==> config.mk <==
export PLATFORM = sky130hd
export DESIGN_NAME = cla_pipe
export DESIGN_NICKNAME = d
export VERILOG_FILES = /design/src/rtl/cla_pipe.sv
export SDC_FILE = /design/constraint.sdc
export NUM_CORES = 1
export LEC_CHECK = 0
export CAP_MARGIN = 30
export CORE_UTILIZATION = 29
export DETAILED_ROUTE_END_ITERATION = 12
export MAX_ROUTING_LAYER = met4
export PLACE_DENSITY = 0.49
export SLEW_MARGIN = 10
export SYNTH_ARGS = -nofsm -noshare
export SYNTH_HDL_FRONTEND = slang
export SYNTH_SLANG_ARGS = --single-unit
==> constraint.sdc <==
create_clock -name clk_i -period 4.2 [get_ports clk_i]
set_input_delay 0.63 -clock clk_i [delete_from_list [all_inputs] [get_ports clk_i]]
set_output_delay 0.63 -clock clk_i [all_outputs]
set_load 0.005 [all_outputs]
==> src/rtl/cla_pipe.sv <==
`default_nettype none
// ============================================================================
// Module   : cla_pipe
// Brief    : Pipelined carry look-ahead adder/subtractor with valid/ready flow.
// Revision : 1.0 - initial release
// ============================================================================
module cla_pipe #(
  parameter int DW     = 32,
  parameter int BW     = 4,
  parameter int STAGES = 2
) (
  input  logic          clk_i,
  input  logic          rst_i,
  input  logic          valid_i,
  output logic          ready_o,
  input  logic [DW-1:0] a_i,
  input  logic [DW-1:0] b_i,
  input  logic          ci_i,
  input  logic          sub_i,
  output logic          valid_o,
  input  logic          ready_i,
  output logic [DW-1:0] s_o,
  output logic          co_o,
  output logic          ov_o
);

  localparam int SW = DW / STAGES;
  localparam int NG = SW / BW;
  localparam int RW = (STAGES > 1) ? DW - SW : 1;
  localparam int NR = (STAGES > 1) ? STAGES - 1 : 1;

  if (DW % (BW * STAGES) != 0) begin : g_bad_cfg
    $fatal(1, "cla_pipe: DW must be a multiple of BW*STAGES");
  end

  // Returns {carry_out, sum}. Carries inside a group are flat sums of
  // products of p/g and the group carry-in; groups ripple into each other.
  function automatic logic [SW:0] slice_add(input logic [SW-1:0] a,
                                            input logic [SW-1:0] b,
                                            input logic          cin);
    logic [SW-1:0] p;
    logic [SW-1:0] g;
    logic [SW:0]   c;
    logic          acc;
    logic          term;
    p    = a | b;
    g    = a & b;
    c    = '0;
    c[0] = cin;
    for (int gi = 0; gi < NG; gi++) begin
      for (int i = 0; i < BW; i++) begin
        acc = c[gi*BW];
        for (int m = 0; m <= i; m++) acc = acc & p[gi*BW+m];
        for (int j = 0; j <= i; j++) begin
          term = g[gi*BW+j];
          for (int m = j + 1; m <= i; m++) term = term & p[gi*BW+m];
          acc = acc | term;
        end
        c[gi*BW+i+1] = acc;
      end
    end
    return {c[SW], a ^ b ^ c[SW-1:0]};
  endfunction

  logic [STAGES-1:0] v;
  logic [STAGES:0]   adv;
  logic [DW-1:0]     res_q   [STAGES];
  logic [RW-1:0]     rem_a_q [NR];
  logic [RW-1:0]     rem_b_q [NR];
  logic [NR-1:0]     rem_c_q;
  logic              co_q;
  logic              ov_q;
  logic [DW-1:0]     b_eff;
  logic              c_eff;

  assign b_eff = sub_i ? ~b_i : b_i;
  assign c_eff = ci_i ^ sub_i;

  // An empty stage always loads, so bubbles collapse under backpressure.
  always_comb begin
    adv[STAGES] = ready_i;
    for (int k = STAGES - 1; k >= 0; k--) adv[k] = !v[k] || adv[k+1];
  end

  for (genvar k = 0; k < STAGES; k++) begin : g_stage
    logic          up_v;
    logic [SW-1:0] sa;
    logic [SW-1:0] sb;
    logic          sc;
    logic [DW-1:0] prev;
    logic [SW-1:0] s;
    logic          cout;

    if (k == 0) begin : g_src_in
      assign up_v = valid_i;
      assign sa   = a_i[SW-1:0];
      assign sb   = b_eff[SW-1:0];
      assign sc   = c_eff;
      assign prev = '0;
    end else begin : g_src_reg
      assign up_v = v[k-1];
      assign sa   = rem_a_q[k-1][SW-1:0];
      assign sb   = rem_b_q[k-1][SW-1:0];
      assign sc   = rem_c_q[k-1];
      assign prev = res_q[k-1];
    end

    assign {cout, s} = slice_add(sa, sb, sc);

    // Results shift down one slice per stage, landing aligned after the last.
    always_ff @(posedge clk_i) begin
      if (rst_i) begin
        v[k]     <= 1'b0;
        res_q[k] <= '0;
      end else if (adv[k]) begin
        v[k]     <= up_v;
        res_q[k] <= DW'({s, prev} >> SW);
      end
    end

    if (k < STAGES - 1) begin : g_fwd
      logic [RW-1:0] nxt_a;
      logic [RW-1:0] nxt_b;
      if (k == 0) begin : g_fwd_in
        assign nxt_a = RW'(a_i >> SW);
        assign nxt_b = RW'(b_eff >> SW);
      end else begin : g_fwd_reg
        assign nxt_a = rem_a_q[k-1] >> SW;
        assign nxt_b = rem_b_q[k-1] >> SW;
      end
      always_ff @(posedge clk_i) begin
        if (rst_i) begin
          rem_a_q[k] <= '0;
          rem_b_q[k] <= '0;
          rem_c_q[k] <= 1'b0;
        end else if (adv[k]) begin
          rem_a_q[k] <= nxt_a;
          rem_b_q[k] <= nxt_b;
          rem_c_q[k] <= cout;
        end
      end
    end else begin : g_last
      // Carry into the MSB is recovered as a ^ b ^ s at that bit.
      always_ff @(posedge clk_i) begin
        if (rst_i) begin
          co_q <= 1'b0;
          ov_q <= 1'b0;
        end else if (adv[k]) begin
          co_q <= cout;
          ov_q <= cout ^ (sa[SW-1] ^ sb[SW-1] ^ s[SW-1]);
        end
      end
    end
  end

  assign ready_o = adv[0];
  assign valid_o = v[STAGES-1];
  assign s_o     = res_q[STAGES-1];
  assign co_o    = co_q;
  assign ov_o    = ov_q;

endmodule
`default_nettype wire

==> results of run 1 <==
Yosys cell counts, drive strengths merged (3+ instances only):
library cell / instances
nand2: 5
and2: 35
a21oi: 10
ha: 64
dfxtp: 5
fa: 8
buf: 4
nor3b: 4
xnor2: 27
inv: 86
nor2: 62
o21ai: 7
nor3: 6
xor2: 27
edfxtp: 80
nor2b: 5
or3: 3
nand2b: 12
clkbuf: 7
o2111ai: 3
power by group through the flow:
stage / registers, mW / logic, mW / clock network (mW)
floorplan: 1.09 / 0.289 / 0
global placement: 1.09 / 0.512 / 0
detailed placement: 1.10 / 0.520 / 0
CTS: 1.08 / 0.522 / 0.856
global route: 1.09 / 0.582 / 0.878
finish: 1.08 / 0.512 / 0.828
metrics by stage:
step           cells  area [sq um]
4_1_cts          832          6990
3_5_place_dp     816          6680
2_1_floorplan    486          5340
3_3_place_gp     816          6680
5_1_grt          833          6990
6_report         833          6990
worst max path at each step:
| stage | startpoint | end | slack, ns | depth (start not counted) |
|---|---|---|---|---|
| 6_report | sub_i | res_q[0][29] | 0.91 | 13 |
| 4_1_cts | sub_i | res_q[0][29] | 0.97 | 13 |
| 2_1_floorplan | sub_i | res_q[0][29] | 0.74 | 12 |
| 5_1_grt | sub_i | res_q[0][29] | 0.70 | 13 |
| 3_3_place_gp | b_i[0] | res_q[0][29] | 0.66 | 11 |
| 3_5_place_dp | sub_i | res_q[0][29] | 0.60 | 13 |
kinds of logic (layout without fill, tap and decap cells):
group	Yosys count	in the layout	share of synthesized area [%]
DFF	85	85	46.9
buffers and inverters	97	214	6.84
xor gates and xnor gates	54	54	8.86
AOI/OAI and AO/OA	39	39	5.81
and+or+nand+nor	139	139	13.6
adders and majority gates	72	72	18.0
other	0	1	0
routing by layer:
| metal | wire length (microns) | vias up | global-route usage (%) |
|---|---|---|---|
| met5 | 0 | - | - |
| met4 | 272 | 0 | 6.90 |
| met3 | 648 | 19 | 2.83 |
| met2 | 5250 | 95 | 21.2 |
| met1 | 4790 | 1639 | 14.4 |
| li1 | - | 1803 | - |
cell type report:
type / instances / area (sq um) / share of cell area (%)
antenna: 1 / 2.50 / 0.0358
tap: 229 / 287 / 4.10
timing repair buffer: 112 / 1100 / 15.7
multi-input combinational: 304 / 2470 / 35.4
clock buffer: 10 / 229 / 3.27
sequential: 85 / 2500 / 35.8
inverter: 86 / 323 / 4.62
clock inverter: 6 / 77.6 / 1.11
critical path, stage by stage:
cell and delay, ns:
buf_2 0.18, buf_4 0.33, xnor2_1 0.16, inv_1 0.07
ha_1 0.23, nor3b_1 0.09, nor4b_1 0.52, nand2_1 0.14
o2111ai_1 0.32, nand2_1 0.12, fa_1 0.39, xor2_1 0.14
nor2_1 0.05
registers in the layout, indices dropped and copies added, names as in the netlist:
register and flops:
co_o 1, g_stage.sc 1, g_stage.up_v 1, res_q 48
rem_a_q 16, rem_b_q 16, valid_o 1, ov_o 1
==> impl_metrics.env, run 1 <==
export IMPL_status="complete, no violations"
export IMPL_syn_inst=486
export IMPL_wl_per_cell_microns=13.2
export IMPL_grt_ovfl_total=0
export IMPL_async_flop_share_pct=0
export IMPL_holdPathEnd="res_q[1][11]"
export IMPL_area_growth_pct=31.0
export IMPL_io_buffer_count=105
export IMPL_fin_util_pct=38.8
export IMPL_setup_ws_ns=0.911
export IMPL_tritoncts="built"
export IMPL_die_h_microns=138
export IMPL_r2r_cells=11
export IMPL_grt_max_degree=33
export IMPL_hold_ws_ns=0.514
export IMPL_finalHoldViolCount=0
export IMPL_total_power_mw=2.42
export IMPL_p_int_mw=1.84
export IMPL_cts_root_buf="clkbuf_16"
export IMPL_post_route_drc_count=0
export IMPL_fin_crit_sh_pct=78.3
export IMPL_worst_pin_slew_ns=0.862
export IMPL_startpoint_type="input pin"
export IMPL_ir_drop_v=0.000162
export IMPL_ctsHoldBuffers=0
export IMPL_finalClockSkew_ns=0.00641
export IMPL_final_common_cell="clkdlybuf4s50_1"
export IMPL_synth_seq_area_share_pct=46.9
export IMPL_fill_cells=1752
export IMPL_numCtsBuffers=9
export IMPL_fmax_mhz=304
export IMPL_leakagePower_nw=3.02
export IMPL_core_area_sq_um=18000
export IMPL_switching_share_pct=24.0
export IMPL_pwr_share_comb_pct=21.2
export IMPL_hold_start="res_q[0][27]"
export IMPL_synth_edf_count=80
export IMPL_power_share_clock_pct=34.3
export IMPL_antenna_left=0
export IMPL_r2r_start="rem_a_q[0][0]"
export IMPL_dieArea_sq_um=19000
export IMPL_synthDistinctLibCells=44
export IMPL_pwr_share_seq_pct=44.5
export IMPL_layout_common_cells="104 x clkdlybuf4s50_1, 86 x inv_1, 80 x edfxtp_1, 64 x ha_1, 62 x nor2_1"
export IMPL_rows=49
export IMPL_r2r_end="res_q[1][29]"
export IMPL_synth_main_ff_cell="edfxtp_1"
export IMPL_hp_class="reg -> reg"
export IMPL_synth_seq_cells=85
export IMPL_p_sw_uw=579
export IMPL_grtUsageTotal_pct=12.8
export IMPL_yosysWarningCount=0
export IMPL_synth_area_leaders="edfxtp_1 45%, ha_1 15%, inv_1 6.0%"
export IMPL_antenna_found_initial=1
export IMPL_clkSinkCount=85
export IMPL_rsz0062_at_grt="false"
export IMPL_gp_congestion=0.763
export IMPL_drt_iter0_drc=152
export IMPL_layout_drive_gt1_share_pct=5.31
export IMPL_vias_per_cell=4.27
export IMPL_ff2ff_setup_slack_ns=1.28
export IMPL_ios=106
export IMPL_required_ns=4.29
export IMPL_avgSynthCellArea_sq_um=11.0
export IMPL_firstDrtPassIters=4
export IMPL_cts_htree_levels=3
export IMPL_max_cap_violations=0
export IMPL_synth_top_area_share_pct=45.0
export IMPL_clk_path_buf_depth=2
export IMPL_routed_wl_microns=11000
export IMPL_insertion_delay_ns=0.34
export IMPL_hpwl_microns=8700
export IMPL_synth_top_area_cell="edfxtp_1"
export IMPL_slew_headroom_pct=42.5
export IMPL_fin_nets=740
export IMPL_dieWidth_microns=138
export IMPL_end_kind="flop"
export IMPL_setup_tns_ns=0
export IMPL_fin_crit_ns=3.29
export IMPL_grt_pass1_wl_microns=17500
export IMPL_hold_depth=1
export IMPL_setup_viol=0
export IMPL_worstPathArrival_ns=3.38
export IMPL_initial_core_util_pct=29.6
export IMPL_post_cts_buffers=0
export IMPL_post_cts_resized=0
export IMPL_power_density_nw_per_um2=346
export IMPL_grt_pass1_vias=3633
export IMPL_syn_num_nets=628
export IMPL_syn_area_sq_um=5340
export IMPL_path_max_fanout=17
export IMPL_slew_violations=0
export IMPL_critPathKind="in -> reg"
export IMPL_clk_pin_slew_worst_paths_ns=0.06
export IMPL_dpl_worst_slack_ns=0.604
export IMPL_vias=3556
Note: power is estimated with default switching activity, not from simulation.
==> run 2: changes to the inputs <==
==> constraint.sdc (replaced) <==
create_clock -name clk_i -period 3.3 [get_ports clk_i]
set_input_delay 0.495 -clock clk_i [delete_from_list [all_inputs] [get_ports clk_i]]
set_output_delay 0.495 -clock clk_i [all_outputs]
set_load 0.005 [all_outputs]
==> run 2 against run 1 <==
Against the previous run: register-to-register slack worse by 0.90 ns; core utilization rose by 0.27 points; hold slack got worse by 0.023 ns; critical endpoint is now res_q[1][29]; combinational power up 30%; wire length shrank 0.73%; largest cell class unchanged; highest routed layer unchanged; setup slack lost 0.53 ns; non-clock buffer count increased by 8.
==> impl_metrics.env, run 2 (same netlist as run 1, synthesis figures left out) <==
export IMPL_fin_cells=841
export IMPL_status="complete, no violations"
export IMPL_setup_ws_ns=0.378
export IMPL_antenna_left=0
export IMPL_holdPathEnd="co_o"
export IMPL_vias_per_cell=4.31
export IMPL_dpl_worst_slack_ns=-0.0212
export IMPL_wl_met2_microns=5380
export IMPL_fin_nets=748
export IMPL_cts_htree_levels=3
export IMPL_initial_core_util_pct=29.6
export IMPL_ff2ff_setup_slack_ns=0.38
export IMPL_io_buffer_count=105
export IMPL_fmax_mhz=342
export IMPL_wl_per_cell_microns=12.9
export IMPL_grt_max_degree=27
export IMPL_ctsHoldBuffers=0
export IMPL_startpoint_type="flop"
export IMPL_vias=3625
export IMPL_numCtsBuffers=9
export IMPL_die_h_microns=138
export IMPL_layout_common_cells="104 x clkdlybuf4s50_1, 86 x inv_1, 80 x edfxtp_1, 64 x ha_1, 62 x nor2_1"
export IMPL_top_layer="met4"
export IMPL_max_cap_violations=0
export IMPL_post_route_drc_count=0
export IMPL_grt_ovfl_total=0
export IMPL_ios=106
export IMPL_hold_start="co_o"
export IMPL_slew_headroom_pct=59.3
export IMPL_dieWidth_microns=138
export IMPL_routed_wl_microns=10900
export IMPL_largest_reg_flops=48
export IMPL_slew_violations=0
export IMPL_clk_path_buf_depth=2
export IMPL_grt_pass1_vias=3754
export IMPL_rows=49
export IMPL_gp_congestion=0.779
export IMPL_fin_crit_ns=2.92
export IMPL_switching_share_pct=24.3
export IMPL_worst_pin_slew_ns=0.611
export IMPL_power_density_nw_per_um2=426
export IMPL_largestRegisters="res_q x48, rem_a_q x16, rem_b_q x16"
export IMPL_dieArea_sq_um=19000
export IMPL_critPathKind="reg -> reg"
export IMPL_grtUsageTotal_pct=12.8
export IMPL_post_cts_buffers=0
export IMPL_post_cts_resized=0
export IMPL_cp_slowest_stage_delay_ns=0.39
export IMPL_hpwl_microns=8840
export IMPL_p_int_mw=2.27
export IMPL_core_area_sq_um=18000
export IMPL_top_register="res_q"
export IMPL_met1_length_microns=4750
export IMPL_antenna_found_initial=1
export IMPL_clkSinkCount=85
export IMPL_path_cells="inv_1, ha_1, nor2b_1, o311a_2, o211ai_1, a211oi_1, a21oi_1, o21ai_0, fa_1, xnor2_1, nor2_1"
export IMPL_pwr_share_comb_pct=22.1
export IMPL_setup_viol=0
export IMPL_power_share_clock_pct=32.3
export IMPL_worstPathArrival_ns=2.98
export IMPL_ir_drop_v=0.000258
export IMPL_leakagePower_nw=3.06
export IMPL_p_sw_uw=730
export IMPL_clk_pin_slew_worst_paths_ns=0.06
export IMPL_tritoncts="built"
export IMPL_fill_cells=1796
export IMPL_r2r_end="res_q[1][29]"
export IMPL_firstDrtPassIters=4
export IMPL_startpoint="rem_a_q[0][0]"
export IMPL_hp_class="reg -> reg"
export IMPL_dp_cells=824
export IMPL_routed_wl_met3_microns=627
export IMPL_layout_drive_gt1_share_pct=6.71
export IMPL_fin_crit_sh_pct=88.6
export IMPL_r2r_cells=11
export IMPL_cts_root_buf="clkbuf_16"
export IMPL_grt_pass1_wl_microns=17800
export IMPL_hold_depth=2
export IMPL_rsz0062_at_grt="false"
export IMPL_path_max_fanout=3
export IMPL_end_kind="flop"
export IMPL_final_cell_area_sq_um=7040
export IMPL_required_ns=3.36
export IMPL_pwr_share_seq_pct=45.6
export IMPL_insertion_delay_ns=0.33
export IMPL_drt_iter0_drc=134
export IMPL_finalClockSkew_ns=0.00416
export IMPL_finalHoldViolCount=0
export IMPL_final_common_cell="clkdlybuf4s50_1"
export IMPL_area_growth_pct=31.9
export IMPL_r2r_start="rem_a_q[0][0]"
export IMPL_slowest_stage="edfxtp_1"
export IMPL_place_area_sq_um=6760
## run 2: routing by layer
| layer | up-vias | global-route usage [%] |
|---|---|---|
| li1 | 1820 | - |
| met1 | 1715 | 14.4 |
| met2 | 83 | 22.1 |
| met3 | 7 | 3.24 |
| met4 | 0 | 4.03 |
| met5 | - | - |
## run 2: layout make-up
cell class | instances | area, sq um | share of cell area (%)
diodes | 1 | 2.50 | 0.0355
repair buffers | 120 | 1170 | 16.6
clock buffers | 10 | 229 | 3.25
clock inverters | 6 | 53.8 | 0.764
well taps | 229 | 287 | 4.07
multi-input cells | 304 | 2470 | 35.1
inverters | 86 | 323 | 4.59
flip-flops and latches | 85 | 2500 | 35.5
## run 2: per-stage QoR
stage	TNS (ns)	util, %	hold WS (ns)	power [mW]
floorplan	0	-	0.483	1.75
global placement	0	37.5	0.484	2.06
detailed placement	-0.0212	37.5	0.485	2.07
CTS	0	39.0	0.497	3.05
global route	0	39.1	0.514	3.18
finish	0	39.1	0.491	3.00
## run 2: worst max path at each step
stage,endpoint,slack [ns],cells after the start
CTS,res_q[1][29],0.33,11
floorplan,res_q[0][29],0.08,13
detailed placement,res_q[0][29],-0.02,11
finish,res_q[1][29],0.38,11
global route,res_q[1][29],0.12,11
global placement,res_q[0][29],0.05,11
## run 2: critical path: cells and delay by family, from the launching register on
family	cells	cell delay [ns]
compound gates	5	1.34
simple gates	2	0.11
fa+ha+maj	2	0.54
buf+inv	1	0.12
flops	1	0.39
xor+xnor	1	0.16
## run 2: power by group through the flow
stage	registers (mW)	clock network [mW]	logic, mW
floorplan	1.39	0	0.368
global placement	1.39	0	0.665
detailed placement	1.39	0	0.676
CTS	1.37	0.998	0.679
global route	1.38	1.04	0.760
finish	1.37	0.969	0.664
